$ cat src/rtl/keypad_scan_event.sv
// 4x4 keypad scanner: row rotation, per-key frame debounce, press strobes and an event queue.
// Define KEYPAD_EVENT_FIFO_EN for a 4-entry event FIFO; otherwise a single holding register is used.
module keypad_scan_event #(
  parameter int CNT_SCAN   = 60000,
  parameter int DEBOUNCE_N = 3
) (
  input  logic        clk,
  input  logic        rst,
  input  logic [3:0]  col,
  output logic [3:0]  row,
  output logic [15:0] key_out,
  output logic [15:0] key_pulse,
  output logic        ev_valid,
  output logic [3:0]  ev_code,
  input  logic        ev_ready,
  output logic        ev_overflow
);

  localparam int CW = (CNT_SCAN > 1) ? $clog2(CNT_SCAN) : 1;

  logic [CW-1:0] dwell;
  logic [1:0]    row_idx;
  logic [15:0]   raw;
  logic [15:0]   raw_now;
  logic [3:0]    dbc [16];
  logic          tc;
  logic          frame_end;
  logic          push;
  logic          pop;
  logic [3:0]    push_code;

  // Dwell runs as a down-counter; terminal count at zero gives CNT_SCAN cycles per row.
  assign tc        = (dwell == '0);
  assign frame_end = tc && (row_idx == 2'd3);
  assign row       = ~(4'b0001 << row_idx);

  // Debounce must see the sample being latched on the frame-end edge itself.
  always_comb begin
    raw_now = raw;
    raw_now[{row_idx, 2'b00} +: 4] = ~col;
  end

  always_ff @(posedge clk) begin
    if (rst) begin
      dwell     <= CW'(CNT_SCAN - 1);
      row_idx   <= 2'd0;
      raw       <= '0;
      key_out   <= '0;
      key_pulse <= '0;
      for (int i = 0; i < 16; i++) dbc[i] <= '0;
    end else begin
      key_pulse <= '0;
      if (tc) begin
        dwell   <= CW'(CNT_SCAN - 1);
        raw     <= raw_now;
        row_idx <= row_idx + 2'd1;
      end else begin
        dwell <= dwell - 1'b1;
      end
      if (frame_end) begin
        for (int i = 0; i < 16; i++) begin
          if (raw_now[i] != key_out[i]) begin
            if (dbc[i] == 4'(DEBOUNCE_N - 1)) begin
              key_out[i]   <= raw_now[i];
              key_pulse[i] <= raw_now[i];
              dbc[i]       <= '0;
            end else begin
              dbc[i] <= dbc[i] + 4'd1;
            end
          end else begin
            dbc[i] <= '0;
          end
        end
      end
    end
  end

  // Simultaneous presses collapse into one event carrying the lowest key index.
  always_comb begin
    push_code = 4'd0;
    for (int i = 15; i >= 0; i--) begin
      if (key_pulse[i]) push_code = 4'(i);
    end
  end

  assign push = |key_pulse;
  assign pop  = ev_valid && ev_ready;

`ifdef KEYPAD_EVENT_FIFO_EN
  logic [3:0] mem [4];
  logic [1:0] wr_ptr;
  logic [1:0] rd_ptr;
  logic [2:0] count;
  logic       full;
  logic       push_ok;

  assign full    = (count == 3'd4);
  assign push_ok = push && (!full || pop);

  always_ff @(posedge clk) begin
    if (rst) begin
      wr_ptr      <= 2'd0;
      rd_ptr      <= 2'd0;
      count       <= 3'd0;
      ev_overflow <= 1'b0;
      for (int i = 0; i < 4; i++) mem[i] <= 4'd0;
    end else begin
      if (push_ok) begin
        mem[wr_ptr] <= push_code;
        wr_ptr      <= wr_ptr + 2'd1;
      end
      if (pop) rd_ptr <= rd_ptr + 2'd1;
      case ({push_ok, pop})
        2'b10:   count <= count + 3'd1;
        2'b01:   count <= count - 3'd1;
        default: count <= count;
      endcase
      if (push && full && !pop) ev_overflow <= 1'b1;
    end
  end

  assign ev_valid = (count != 3'd0);
  assign ev_code  = ev_valid ? mem[rd_ptr] : 4'd0;
`else
  logic       hold_valid;
  logic [3:0] hold_code;

  always_ff @(posedge clk) begin
    if (rst) begin
      hold_valid  <= 1'b0;
      hold_code   <= 4'd0;
      ev_overflow <= 1'b0;
    end else begin
      if (push && (!hold_valid || pop)) begin
        hold_valid <= 1'b1;
        hold_code  <= push_code;
      end else if (pop) begin
        hold_valid <= 1'b0;
      end
      if (push && hold_valid && !pop) ev_overflow <= 1'b1;
    end
  end

  assign ev_valid = hold_valid;
  assign ev_code  = hold_valid ? hold_code : 4'd0;
`endif

endmodule
$ cat config.mk
export PLATFORM = sky130hd
export DESIGN_NAME = keypad_scan_event
export DESIGN_NICKNAME = d
export VERILOG_FILES = /design/src/rtl/keypad_scan_event.sv
export SDC_FILE = /design/constraint.sdc
export NUM_CORES = 1
export LEC_CHECK = 0
export CAP_MARGIN = 40
export CORE_MARGIN = 1.5
export CORE_UTILIZATION = 46
export CTS_BUF_LIST = sky130_fd_sc_hd__clkbuf_16
export DETAILED_ROUTE_END_ITERATION = 16
export GPL_TIMING_DRIVEN = 0
export HOLD_SLACK_MARGIN = 0.02
export PLACE_DENSITY_LB_ADDON = 0.2
export SLEW_MARGIN = 10
export SYNTH_ARGS = -nofsm -noshare
export SYNTH_HDL_FRONTEND = slang
export SYNTH_SLANG_ARGS = --single-unit
export TNS_END_PERCENT = 20
$ cat constraint.sdc
create_clock -name clk -period 10.25 [get_ports clk]
set_clock_uncertainty 0.1 [all_clocks]
set_input_delay 1.025 -clock clk [delete_from_list [all_inputs] [get_ports clk]]
set_output_delay 1.025 -clock clk [all_outputs]
set_load 0.02 [all_outputs]
==> run_results.csv <==
group,metric,value,unit
outcome,outcome,"completed",
detailed_routing,viasPerCell,5.289,
critical_path,required,9130,ps
power_and_ir_drop,irDropWorstVdd,0.09919,mV
floorplan,die-area,0.01496,sq mm
detailed_routing,drc,0,
synth,synth_xor_area_share,7.892,%
synth,async_flop_share,0,%
floorplan,initial_utilization,47.17,%
placement,routabilityCongestion,0.8293,
synth,synth.distinct_cells,40,
critical_path,reg2reg_to,"dbc[1][19]",
synth,synth_simple_gate_area_share,22.55,%
critical_path,crit_path_end,"row[3]",
detailed_routing,drt_iter0_drc,308,
critical_path,end_kind,"output pin",
synth,synthFlopType,"dfxtp_1",
critical_path,start_kind,"flip-flop",
critical_path,crit_type,"reg -> out",
cts,clk_pin_slew,60,ps
cells_and_area,syn2layout_area_growth,20.73,%
global_route,grt_pass1_vias,4648,
cts,cts_tree,"yes",
sta,rsz0062_at_grt,"no",
global_route,grt-ovfl-total,0,
critical_path,reg2regPathDepth,7,
placement,port_buffers,48,
synth,yosys.area.top_type,"edfxtp_1",
synth,avgSynthCellArea,10.20,sq um
cells_and_area,post-route-util,56.95,%
sta,tightest_slew,801.3,ps
sta,slew_headroom,46.13,%
sta,hold_ws,301.5,ps
critical_path,cp-startpoint,"row_idx[0]",
sta,hold_viol,0,
detailed_routing,wl,14.16,mm
critical_path,r2r-start,"row_idx[0]",
sta,fin_crit_sh,32.03,%
detailed_routing,vias,4776,
floorplan,pin_count,49,
synth,synth_nets,687,
global_route,antenna_found_initial,0,
cts,clock_latency,420,ps
placement,dp_hpwl,10.11,mm
synth,synth_seq_area_share,51.37,%
power_and_ir_drop,p_leak,2.781,nW
detailed_routing,dr.pass1.iters,4,
cells_and_area,seqCellArea,0.003363,sq mm
sta,fin_crit,3283,ps
placement,placed_cell_area,0.007288,sq mm
floorplan,core_area,0.01388,sq mm
hold_path,hold_path.class,"reg -> reg",
cells_and_area,nets,755,
synth,synth_top_family_by_area,"simple AND/OR/NAND/NOR gates",
cts,post_cts_buffers,0,
cts,cts.sinks,136,
placement,dp_worst_setup_slack,6728,ps
synth,ys_warn_count,0,
critical_path,cp_max_fo,9,
sta,drv_slew,0,
global_route,grt_usage,20.08,%
cells_and_area,fin_cells,903,
cts,cts_root_buf,"clkbuf_16",
flow_run,drv_cap,0,
synth,synth_common_cells,"119 x nor2_1, 72 x dfxtp_1, 64 x edfxtp_1",
synth,synth_top_cell_area_share,29.35,%
floorplan,row_count,43,
global_route,grt_first_pass_wirelength,22.98,mm
sta,fmax,304.6,MHz
cts,numCtsBuffers,17,
critical_path,r2r_slack,7290,ps
cts,clk_path_buf_depth,2,
synth,synth.area.mux_share,0.1529,%
synth,synth_edf_count,64,
synth,synth-seq-cells,136,
power_and_ir_drop,report.power.total,1.267,mW
critical_path,worstPathArrival,2160,ps
floorplan,dieHeight,122.3,um
floorplan,die_w,122.3,um
cells_and_area,nFillCells,1216,
power_and_ir_drop,p_per_area,160.3,mW/mm^2
global_route,grt_max_degree,64,
synth,synthAdderAreaFrac,7.262,%
cells_and_area,final_cell_area,0.007905,sq mm
synth,yosys-top-cells-area,"edfxtp_1 29%, dfxtp_1 22%, ha_1 7.3%",
synth,synth_area,0.006548,sq mm
cells_and_area,multi_input_area,0.002983,sq mm
sta,fin_ws,6967,ps
cts,cts.htree.levels,4,
synth,synth_most_common_cell,"nor2_1",
synth,synth-compound-area-share,7.586,%
detailed_routing,drtAntennaViolNets,0,
synth,netlist_instances,642,
sta,tns,0,ps
cells_and_area,layout-drive-gt1-share,7.054,%
cells_and_area,n_antenna_cell,0,
detailed_routing,wire_per_inst,15.68,um
cts,cts_resized,0,
sta,setup_viol,0,
cts,cts_hold_buf,0,
placement,placed_cells,871,
where the power goes:
group | leakage (nW) | internal (mW) | switching [mW]
Combinational | 1.28 | 0.0184 | 0.0257
Clock | 0.310 | 0.398 | 0.231
Sequential | 1.19 | 0.582 | 0.0122
kinds of logic (layout without fill, tap and decap cells):
| group | Yosys count | after routing |
|---|---|---|
| and+or+nand+nor | 276 | 276 |
| DFF | 136 | 136 |
| muxes | 1 | 1 |
| AOI/OAI and AO/OA | 82 | 82 |
| xor gates and xnor gates | 59 | 59 |
| adders and majority gates | 38 | 38 |
| buffers and inverters | 50 | 131 |
final cells by class:
class	count	area share [%]
Timing Repair Buffer	49	6.426
Tap cell	180	2.849
Inverter	33	1.567
Multi-Input combinational cell	456	37.73
Buffer	17	1.076
Sequential cell	136	42.55
Clock buffer	20	6.331
Clock inverter	12	1.472
placed cells by master, fill, tap and decap left out, types with 19 or more instances in the layout:
master / netlist / final
clkbuf_16: 0 / 20
inv_1: 33 / 34
nand2_1: 33 / 33
ha_1: 38 / 38
a211oi_1: 19 / 19
xnor2_1: 41 / 41
dfxtp_1: 72 / 72
edfxtp_1: 64 / 64
a21oi_1: 23 / 23
nor2_1: 119 / 119
nand3_1: 35 / 35
clkdlybuf4s50_1: 0 / 48
nor2b_1: 22 / 22
worst max-delay path, stage by stage (launching register included):
cell	delay (ps)
dfxtp_1	460
ha_1	190
clkbuf_1	330
inv_1	180
clkdlybuf4s50_1	570
layer usage:
layer,GRT usage (%),wire (um),up-vias
met4,8.503,305,0
met3,4.182,416,22
met2,32.89,6792,79
met1,25.81,6650,2299
met5,0,0,-
li1,-,-,2376
state kept, by name, summed over array words and instances, names as in the netlist:
signal       flops
hold_code        4
key_pulse       16
dwell           16
ev_overflow      1
raw             16
key_out         16
ev_valid         1
dbc             64
row_idx          2
worst min path at each step:
stage	startpoint	end	slack, ps	cells after the start
floorplan	dwell[0]	dwell[0]	270	1
detailed placement	dwell[0]	dwell[0]	290	1
global route	dwell[0]	dwell[0]	320	1
finish	dwell[0]	dwell[0]	300	1
global placement	dwell[0]	dwell[0]	280	1
CTS	dwell[0]	dwell[0]	300	1
Power figures use the tool's default switching activity.
